<file path="src/rtl/r5p_pkg.sv">
`default_nettype none
// ============================================================================
// Module      : r5p_pkg
// Description : Shared types for the r5p write-back stage: requester select
//               and the GPR write-port bundle.
// Revision    : 1.0 - initial release
// ============================================================================
package r5p_pkg;

  // Widest GPR address / XLEN the write-port bundle can carry; narrower
  // instances zero-extend into it and truncate back out.
  localparam int unsigned AW_MAX = 5;
  localparam int unsigned XW_MAX = 64;

  // Which requester owns the write port (also the last-grant encoding).
  typedef enum logic {
    EXE = 1'b0,
    LSU = 1'b1
  } req_sel_t;

  // One GPR write: enable, destination register, data.
  typedef struct packed {
    logic              en;
    logic [AW_MAX-1:0] addr;
    logic [XW_MAX-1:0] data;
  } wr_port_t;

endpackage
`default_nettype wire

</file>
<file path="src/rtl/r5p_gpr_sb.sv">
`default_nettype none
// ============================================================================
// Module      : r5p_gpr_sb
// Description : GPR scoreboard of outstanding loads. One bit per register,
//               x0 hard-wired clear, one set port, one clear port, three
//               lookup ports. Set wins over a same-cycle clear.
// Revision    : 1.0 - initial release
// ============================================================================
module r5p_gpr_sb #(
  parameter int unsigned AW = 5
) (
  input  logic          clk,
  input  logic          rst,
  input  logic          set_en,
  input  logic [AW-1:0] set_a,
  input  logic          clr_en,
  input  logic [AW-1:0] clr_a,
  input  logic [AW-1:0] rd0_a,
  input  logic [AW-1:0] rd1_a,
  input  logic [AW-1:0] rd2_a,
  output logic          rd0_hit,
  output logic          rd1_hit,
  output logic          rd2_hit
);

  localparam int unsigned N = 2**AW;

  // Only x1..xN-1 have storage; x0 reads back as a constant zero.
  logic [N-1:1] sb_q;
  logic [N-1:1] sb_d;
  logic [N-1:0] sb_vec;

  assign sb_vec = {sb_q, 1'b0};

  // Per-bit next state: a new load to a register outranks a returning one.
  always_comb begin
    sb_d = sb_q;
    for (int i = 1; i < int'(N); i++) begin
      sb_d[i] = (set_en && (set_a == AW'(i))) ||
                (sb_q[i] && !(clr_en && (clr_a == AW'(i))));
    end
  end

  // Scoreboard storage, wiped by reset so outstanding loads are forgotten.
  always_ff @(posedge clk or negedge rst) begin
    if (!rst) begin
      sb_q <= '0;
    end else begin
      sb_q <= sb_d;
    end
  end

  assign rd0_hit = sb_vec[rd0_a];
  assign rd1_hit = sb_vec[rd1_a];
  assign rd2_hit = sb_vec[rd2_a];

  // Issuing a second load to a register that already has one in flight
  // means the issue logic lost track of a hazard.
  a_no_double_issue : assert property (
    @(posedge clk) disable iff (!rst) set_en |-> !sb_vec[set_a]
  );

endmodule
`default_nettype wire

</file>
<file path="src/rtl/r5p_wbu.sv">
`default_nettype none
// ============================================================================
// Module      : r5p_wbu
// Description : Write-back unit. Round-robin arbitration between the execute
//               unit and load data for a single registered GPR write port,
//               with a load scoreboard providing WAW blocking and read-hazard
//               flags for decode.
// Revision    : 1.0 - initial release
// ============================================================================
module r5p_wbu
  import r5p_pkg::*;
#(
  parameter int unsigned AW = 5,
  parameter int unsigned XW = 32
) (
  input  logic          clk,
  input  logic          rst,
  // execute-unit write-back request
  input  logic          exe_vld,
  output logic          exe_rdy,
  input  logic [AW-1:0] exe_a_rd,
  input  logic [XW-1:0] exe_d_rd,
  // load issue
  input  logic          lsu_iss,
  input  logic [AW-1:0] lsu_iss_a_rd,
  // load-data write-back request
  input  logic          lsu_vld,
  output logic          lsu_rdy,
  input  logic [AW-1:0] lsu_a_rd,
  input  logic [XW-1:0] lsu_d_rd,
  // GPR write port
  output logic          e_rd,
  output logic [AW-1:0] a_rd,
  output logic [XW-1:0] d_rd,
  // decode read hazards
  input  logic [AW-1:0] a_rs1,
  input  logic [AW-1:0] a_rs2,
  output logic          hz_rs1,
  output logic          hz_rs2
);

  req_sel_t last_q;
  req_sel_t last_d;
  wr_port_t wr_q;
  wr_port_t wr_d;

  logic exe_hit;
  logic rs1_hit;
  logic rs2_hit;
  logic exe_elig;
  logic lsu_elig;
  logic exe_xfer;
  logic lsu_xfer;
  logic sb_set;

  // A load to x0 has nothing to track.
  assign sb_set = lsu_iss && (lsu_iss_a_rd != '0);

  r5p_gpr_sb #(
    .AW (AW)
  ) u_sb (
    .clk     (clk),
    .rst     (rst),
    .set_en  (sb_set),
    .set_a   (lsu_iss_a_rd),
    .clr_en  (lsu_xfer),
    .clr_a   (lsu_a_rd),
    .rd0_a   (exe_a_rd),
    .rd1_a   (a_rs1),
    .rd2_a   (a_rs2),
    .rd0_hit (exe_hit),
    .rd1_hit (rs1_hit),
    .rd2_hit (rs2_hit)
  );

  // Arbitration: exe is held off while its destination awaits load data;
  // on contention the requester not granted last time wins.
  always_comb begin
    exe_elig = exe_vld && !exe_hit;
    lsu_elig = lsu_vld;
    exe_rdy  = 1'b0;
    lsu_rdy  = 1'b0;
    if (rst) begin
      exe_rdy = exe_elig && (!lsu_elig || (last_q == LSU));
      lsu_rdy = lsu_elig && (!exe_elig || (last_q == EXE));
    end
    exe_xfer = exe_vld && exe_rdy;
    lsu_xfer = lsu_vld && lsu_rdy;
  end

  // Next write-port and last-grant state; address/data hold when idle.
  always_comb begin
    last_d    = last_q;
    wr_d      = wr_q;
    wr_d.en   = 1'b0;
    if (exe_xfer) begin
      last_d    = EXE;
      wr_d.en   = (exe_a_rd != '0);
      wr_d.addr = AW_MAX'(exe_a_rd);
      wr_d.data = XW_MAX'(exe_d_rd);
    end else if (lsu_xfer) begin
      last_d    = LSU;
      wr_d.en   = (lsu_a_rd != '0);
      wr_d.addr = AW_MAX'(lsu_a_rd);
      wr_d.data = XW_MAX'(lsu_d_rd);
    end
  end

  // Write stage and last-grant register; reset favours exe on first contention.
  always_ff @(posedge clk or negedge rst) begin
    if (!rst) begin
      last_q <= LSU;
      wr_q   <= '0;
    end else begin
      last_q <= last_d;
      wr_q   <= wr_d;
    end
  end

  assign e_rd = wr_q.en;
  assign a_rd = AW'(wr_q.addr);
  assign d_rd = XW'(wr_q.data);

  // A source is hazardous while its load is outstanding or while its value
  // sits in the write stage not yet committed to the register file.
  assign hz_rs1 = (a_rs1 != '0) && (rs1_hit || (e_rd && (a_rd == a_rs1)));
  assign hz_rs2 = (a_rs2 != '0) && (rs2_hit || (e_rd && (a_rd == a_rs2)));

endmodule
`default_nettype wire

</file>
<file path="config.mk">
export PLATFORM = sky130hd
export DESIGN_NAME = r5p_wbu
export DESIGN_NICKNAME = d
export VERILOG_FILES = /design/src/rtl/r5p_pkg.sv /design/src/rtl/r5p_gpr_sb.sv /design/src/rtl/r5p_wbu.sv
export SDC_FILE = /design/constraint.sdc
export NUM_CORES = 1
export LEC_CHECK = 0
export ABC_AREA = 1
export BUFFER_PORTS_ARGS = -buffer_cell sky130_fd_sc_hd__buf_2
export CAP_MARGIN = 20
export CELL_PAD_IN_SITES_DETAIL_PLACEMENT = 0
export CELL_PAD_IN_SITES_GLOBAL_PLACEMENT = 1
export CORE_MARGIN = 2
export CORE_UTILIZATION = 39
export CTS_CLUSTER_DIAMETER = 100
export CTS_CLUSTER_SIZE = 28
export DETAILED_ROUTE_END_ITERATION = 6
export PLACE_DENSITY = 0.89
export RECOVER_POWER = 25
export SLEW_MARGIN = 40
export SYNTH_ARGS = -nofsm -noshare
export SYNTH_HDL_FRONTEND = slang
export SYNTH_SLANG_ARGS = --single-unit
</file>
<file path="constraint.sdc">
create_clock -name clk -period 2.7 [get_ports clk]
set_input_delay 0.54 -clock clk [delete_from_list [all_inputs] [get_ports clk]]
set_output_delay 0.54 -clock clk [all_outputs]
set_load 0.1 [all_outputs]
</file>
==> flow_metrics.env, run 1 <==
export IMPL_first_iter_violations=652
export IMPL_period_minus_slack_ns=2.628
export IMPL_p_seq_frac=0.324
export IMPL_final_util=0.5082
export IMPL_hpwl_um=13430
export IMPL_synthSimpleGateAreaFrac=0.4479
export IMPL_clkSinkCount=70
export IMPL_netSwitchingFraction=0.4644
export IMPL_nets=948
export IMPL_finClkSkew_ns=0.009304
export IMPL_clk_latency_ns=0.34
export IMPL_dr_total_vias=5802
export IMPL_die_h_um=115.3
export IMPL_relSlewSlack=0.5218
export IMPL_drv_cap=0
export IMPL_hold_viol=0
export IMPL_fillCellCount=1219
export IMPL_grt_max_degree=71
export IMPL_critPathArrivalTime_ns=2.09
export IMPL_syn_avg_cell_area_um2=6.631
export IMPL_final_setup_viol_count=0
export IMPL_p_int_mw=2.509
export IMPL_ant_nets=0
export IMPL_synth_ff_type="dfrtp_1"
export IMPL_r2r_end="d_rd[22]"
export IMPL_yosys_area_share_adder=0
export IMPL_synth_xor_area_frac=0.001814
export IMPL_cts_hold_fix_buffers=0
export IMPL_leakagePower_nw=3.097
export IMPL_yosys_top_cells_area="dfrtp_1 36%, nand3_1 19%, nand2_1 13%"
export IMPL_grt_first_pass_wirelength_um=28120
export IMPL_first_global_vias=5282
export IMPL_endpoint_kind="primary output"
export IMPL_crit_fanout=8
export IMPL_min_path_type="input port to asynchronous set/reset pin"
export IMPL_ys_ff_latch=70
export IMPL_synth_top_area_frac=0.3577
export IMPL_cts_root_buffer="clkbuf_16"
export IMPL_clk_pin_slew_ns=0.06
export IMPL_cp_start_kind="input port"
export IMPL_combinationalPowerShare=0.402
export IMPL_dieArea_mm2=0.01328
export IMPL_critPathLaunch="exe_a_rd[0]"
export IMPL_ios=136
export IMPL_regArea_mm2=0.001757
export IMPL_antenna_found_initial=0
export IMPL_syn2layout_area_growth_pct=26.98
export IMPL_yosys_area_top_type="dfrtp_1"
export IMPL_multi_input_area_mm2=0.002606
export IMPL_post_drt_wl_per_cell_um=17.55
export IMPL_fin_worst_hold_slack_ns=0.3056
export IMPL_peakVddDrop_uv=316.4
export IMPL_tightest_slew_ns=0.7174
export IMPL_r2r_start="u_sb.sb_q[16]"
export IMPL_viasPerCell=5.649
export IMPL_reg2reg_setup_slack_ns=0.56
export IMPL_powerDensity_mw_per_mm2=764.4
export IMPL_grt_overflow=0
export IMPL_layout_drive_gt1_share=0.2305
export IMPL_synth_enable_flop_cells=0
export IMPL_die_w_um=115.3
export IMPL_synthesis_instances=728
export IMPL_syn_nets=822
export IMPL_clkPwrFrac=0.274
export IMPL_crit_type="input port to primary output"
export IMPL_cts_htree_levels=3
export IMPL_slew_viol_final=0
export IMPL_rsz0062_at_grt="true"
export IMPL_synth_warning_count=0
export IMPL_fmax_mhz=380.5
export IMPL_fp_coreArea_mm2=0.01206
export IMPL_io_buffers=135
export IMPL_num_antenna_cells=0
export IMPL_synth_mux_area_frac=0
export IMPL_synth_commonest_cells="187 x nand3_1, 166 x nand2_1, 69 x dfrtp_1"
export IMPL_async_flop_share=1.000
export IMPL_cts_tree="yes"
export IMPL_synth_cell_types=30
export IMPL_clockBufferDepth=2
export IMPL_reg2reg_depth=13
export IMPL_p_sw_mw=2.176
export IMPL_initial_utilization=0.4002
export IMPL_ys_seq_area_frac=0.3631
export IMPL_critPathRequiredTime_ns=2.16
export IMPL_synth_compound_area_frac=0.08450
export IMPL_drtPass1Iterations=5
export IMPL_gp_congestion=0.9652
export IMPL_cts_made_buffers=9
export IMPL_synth_most_common_cell="nand3_1"
export IMPL_syn_area_mm2=0.004827
export IMPL_synth_top_family_by_area="simple AND/OR/NAND/NOR gates"
export IMPL_rows=40
export IMPL_status="completed"
export IMPL_grt_usage=0.2702
export IMPL_routed_wl_um=18020
export IMPL_timing_final_crit_share=0.9734
export IMPL_drc_errors=0
power by group through the flow:
stage / Clock [mW] / Combinational [mW] / Sequential, mW
global placement: 0 / 1.85 / 1.52
detailed placement: 0 / 1.87 / 1.53
CTS: 1.29 / 1.87 / 1.51
finish: 1.28 / 1.88 / 1.52
floorplan: 0 / 0.664 / 2.18
global route: 1.34 / 2.01 / 1.54
sequential cells by signal (all words and copies together) (netlist names):
name       cells
last_q         1
a_rd           5
u_sb.sb_q     31
d_rd          32
e_rd           1
kinds of logic after synthesis:
kind of cell / after synthesis
xor+xnor: 1
flops: 70
buf+inv: 113
compound gates: 71
simple gates: 473
metrics by stage:
| stage | std cells | power (mW) | worst slack [ns] | cell area (µm²) | TNS [ns] |
|---|---|---|---|---|---|
| 5_1_grt | 1027 | 4.884 | -0.04329 | 6130 | -0.08719 |
| 6_report | 1027 | 4.685 | 0.07171 | 6130 | 0 |
| 2_1_floorplan | 728 | 2.845 | -0.2106 | 4848 | -0.2106 |
| 4_1_cts | 1024 | 4.674 | 0.03086 | 6091 | 0 |
| 3_5_place_dp | 1008 | 3.394 | 0.03763 | 5776 | 0 |
| 3_3_place_gp | 1008 | 3.370 | 0.06471 | 5776 | 0 |
worst max-delay path, stage by stage:
cell and delay, ns:
buf_4 0.16, clkinvlp_4 0.15, buf_4 0.16, nand2_1 0.05, nand3_1 0.07, nand3_1 0.09
nand3_1 0.09, nand2_2 0.10, nand2_2 0.09, and3_2 0.24, a21oi_4 0.15, buf_12 0.20
cell type report:
class,instances,area share
clock buffer,10,0.03735
clock inverter,6,0.01408
inverter,64,0.04103
multi-input combinational,545,0.4252
sequential,70,0.2866
tap,168,0.03429
timing repair buffer,163,0.1602
timing repair inverter,1,0.001225
layout by cell type (no fill, tap or decap), types with 2 or more instances in the layout:
| master | Yosys | routed |
|---|---|---|
| or2_1 | 2 | 2 |
| nor3_1 | 4 | 3 |
| inv_1 | 61 | 58 |
| nor2_1 | 63 | 62 |
| bufinv_16 | 0 | 2 |
| a21oi_1 | 27 | 25 |
| inv_2 | 2 | 2 |
| a221oi_1 | 3 | 3 |
| dfrtp_1 | 69 | 66 |
| buf_2 | 12 | 130 |
| dfrtp_2 | 0 | 3 |
| o211ai_1 | 6 | 6 |
| o21ai_0 | 27 | 26 |
| o22ai_1 | 3 | 3 |
| nand2_2 | 3 | 3 |
| clkinvlp_4 | 0 | 5 |
| clkbuf_16 | 0 | 9 |
| buf_4 | 5 | 25 |
| nand3_1 | 187 | 187 |
| clkbuf_1 | 22 | 2 |
| nand2_1 | 166 | 166 |
| clkinv_2 | 0 | 2 |
| buf_12 | 0 | 7 |
| nand4_1 | 46 | 46 |
worst max-delay path by stage:
stage / depth (start not counted) / endpoint / slack, ns
4_1_cts: 13 / exe_rdy / 0.03
6_report: 12 / lsu_rdy / 0.07
5_1_grt: 13 / exe_rdy / -0.04
2_1_floorplan: 12 / exe_rdy / -0.21
3_5_place_dp: 14 / lsu_rdy / 0.04
3_3_place_gp: 13 / exe_rdy / 0.06
per-layer routing:
metal	vias up	part of all wire	track usage
met5	-	0	0
met1	2778	0.43	0.3877
li1	2721	-	-
met4	0	0.033	0.09880
met2	256	0.47	0.4118
met3	47	0.070	0.04323
timing repair:
item	in CTS	in global routing
endpoints found under the hold margin	0	0
gates resized for setup	0	9
endpoints found under the setup margin	0	3
setup buffers	0	2
(Power assumes the default switching activity.)
==> inputs of run 2 (changes only) <==
--- a/config.mk
+++ b/config.mk
@@ -11,11 +11,12 @@
 export CELL_PAD_IN_SITES_DETAIL_PLACEMENT = 0
 export CELL_PAD_IN_SITES_GLOBAL_PLACEMENT = 1
 export CORE_MARGIN = 2
-export CORE_UTILIZATION = 39
+export CORE_UTILIZATION = 40
+export CTS_BUF_LIST = sky130_fd_sc_hd__clkbuf_4 sky130_fd_sc_hd__clkbuf_8
 export CTS_CLUSTER_DIAMETER = 100
 export CTS_CLUSTER_SIZE = 28
 export DETAILED_ROUTE_END_ITERATION = 6
-export PLACE_DENSITY = 0.89
+export PLACE_DENSITY = 0.9
 export RECOVER_POWER = 25
 export SLEW_MARGIN = 40
 export SYNTH_ARGS = -nofsm -noshare
==> flow_metrics.env, run 2 (synthesized netlist as in run 1, its figures left out) <==
export IMPL_tightest_slew_ns=0.5419
export IMPL_r2r_start="u_sb.sb_q[16]"
export IMPL_crit_fanout=14
export IMPL_crit_path_max_incr_delay_ns=0.23
export IMPL_met3_length_um=1086
export IMPL_final_setup_viol_count=0
export IMPL_leakagePower_nw=3.099
export IMPL_initial_utilization=0.4053
export IMPL_largest_reg_flops=32
export IMPL_combinationalPowerShare=0.429
export IMPL_drt_met1_wl_um=7547
export IMPL_first_global_vias=5374
export IMPL_path_common_cell="nand3_1"
export IMPL_layout_common_cells="186 x nand3_1, 165 x nand2_1, 130 x buf_2, 67 x dfrtp_1, 63 x nor2_1"
export IMPL_drc_errors=0
export IMPL_status="completed"
export IMPL_hpwl_um=12670
export IMPL_slew_viol_final=0
export IMPL_endpoint_kind="primary output"
export IMPL_cts_made_buffers=9
export IMPL_first_iter_violations=530
export IMPL_ant_nets=0
export IMPL_crit_family="simple AND/OR/NAND/NOR gates"
export IMPL_cts_tree="yes"
export IMPL_cts_htree_levels=3
export IMPL_grt_max_degree=40
export IMPL_ios=136
export IMPL_min_path_type="input port to asynchronous set/reset pin"
export IMPL_multi_input_area_mm2=0.002618
export IMPL_grt_first_pass_wirelength_um=27110
export IMPL_grt_usage=0.2619
export IMPL_power_mw=4.397
export IMPL_die_h_um=113.9
export IMPL_layout_commonest_cell="nand3_1"
export IMPL_critPathArrivalTime_ns=2.07
export IMPL_nets=951
export IMPL_syn2layout_area_growth_pct=25.69
export IMPL_crit_buf_inv=3
export IMPL_clk_latency_ns=0.36
export IMPL_powerDensity_mw_per_mm2=724.7
export IMPL_layout_drive_gt1_share=0.2355
export IMPL_die_w_um=113.9
export IMPL_viasPerCell=5.639
export IMPL_relSlewSlack=0.6368
export IMPL_slowest_stage="a21oi_4"
export IMPL_drv_cap=0
export IMPL_dr_total_vias=5690
export IMPL_finClkSkew_ns=0.01548
export IMPL_cp_start_kind="input port"
export IMPL_io_buffers=135
export IMPL_crit_type="input port to primary output"
export IMPL_wl_met2_um=8039
export IMPL_timing_final_crit_share=0.9651
export IMPL_netSwitchingFraction=0.4748
export IMPL_clk_pin_slew_ns=0.09
export IMPL_fillCellCount=1211
export IMPL_gp_congestion=0.8988
export IMPL_cts_root_buffer="clkbuf_8"
export IMPL_grt_overflow=0
export IMPL_period_minus_slack_ns=2.606
export IMPL_post_drt_wl_per_cell_um=16.92
export IMPL_fin_cells=1009
export IMPL_dieArea_mm2=0.01296
export IMPL_place_inst=991
export IMPL_antenna_found_initial=0
export IMPL_critPathRequiredTime_ns=2.16
export IMPL_p_sw_mw=2.088
export IMPL_hold_viol=0
export IMPL_num_antenna_cells=0
export IMPL_reg2reg_depth=13
export IMPL_fp_coreArea_mm2=0.01191
export IMPL_clkPwrFrac=0.233
export IMPL_fmax_mhz=383.8
export IMPL_clockBufferDepth=2
export IMPL_drtPass1Iterations=5
export IMPL_p_int_mw=2.309
export IMPL_reg2reg_setup_slack_ns=0.59
export IMPL_r2r_end="d_rd[11]"
export IMPL_routed_wl_um=17070
export IMPL_rsz0062_at_grt="true"
export IMPL_peakVddDrop_uv=279.7
export IMPL_regArea_mm2=0.001755
export IMPL_top_layer_used="met4"
export IMPL_cts_hold_fix_buffers=0
export IMPL_clkSinkCount=70
export IMPL_rows=40
export IMPL_crit_chain="clkbuf_4, buf_12, or2_1, nand3_1, nand3_1, nand3_1, nand2_2, nand2_2, nand4_1, a21oi_4, buf_12"
export IMPL_p_seq_frac=0.338
==> run 2: cell count changes in the layout (fill, tap and decap cells not counted), moves of 2 or more <==
cell / change
clkinv_2: -2
inv_2: +2
clkbuf_16: -9
buf_4: +3
clkbuf_1: -2
clkinvlp_4: -3
clkbuf_8: +12
==> run 2: final cells by class <==
cell class,instances,area share
Clock inverter,4,0.01279
Multi-Input combinational cell,545,0.4314
Clock buffer,12,0.02722
Sequential cell,70,0.2893
Timing Repair Buffer,167,0.1681
Inverter,64,0.04083
Tap cell,147,0.03032
==> run 2: power by group through the flow <==
stage | clock network [mW] | logic (mW) | registers, mW
floorplan | 0 | 0.664 | 2.18
global placement | 0 | 1.85 | 1.49
detailed placement | 0 | 1.86 | 1.50
CTS | 1.03 | 1.87 | 1.48
global route | 1.08 | 2.01 | 1.51
finish | 1.02 | 1.89 | 1.49
==> run 2: stage by stage <==
stage	TNS (ns)	util	worst slack, ns	cell area, µm²	hold slack [ns]
after CTS	0	0.5060	0.06525	6027	0.05601
after global placement	0	0.4852	0.07748	5779	0.4533
final	0	0.5093	0.09432	6067	0.05927
after detailed placement	0	0.4856	0.06933	5784	0.4564
after global routing	-0.06494	0.5093	-0.05547	6067	0.06554
after floorplan	-0.2106	-	-0.2106	4848	0.2444
==> run 2: how the worst max path moves through the flow <==
stage                  start  slack, ns       to  cells after the start
4_1_cts          exe_a_rd[0]       0.07  lsu_rdy                     14
3_3_place_gp     exe_a_rd[0]       0.08  lsu_rdy                     14
3_5_place_dp     exe_a_rd[0]       0.07  lsu_rdy                     14
6_report         exe_a_rd[0]       0.09  exe_rdy                     11
2_1_floorplan    exe_a_rd[0]      -0.21  exe_rdy                     12
5_1_grt        u_sb.sb_q[16]      -0.06  exe_rdy                     11
==> run 2: timing repair <==
| item | in CTS | in global routing |
|---|---|---|
| setup buffers | 0 | 2 |
| endpoints found under the setup margin | 0 | 3 |
| resized for setup | 0 | 9 |
==> run 2: layer usage <==
metal | track usage | up-vias
met2 | 0.4084 | 251
met5 | 0 | -
met1 | 0.3685 | 2680
li1 | - | 2723
met3 | 0.03879 | 36
met4 | 0.1008 | 0
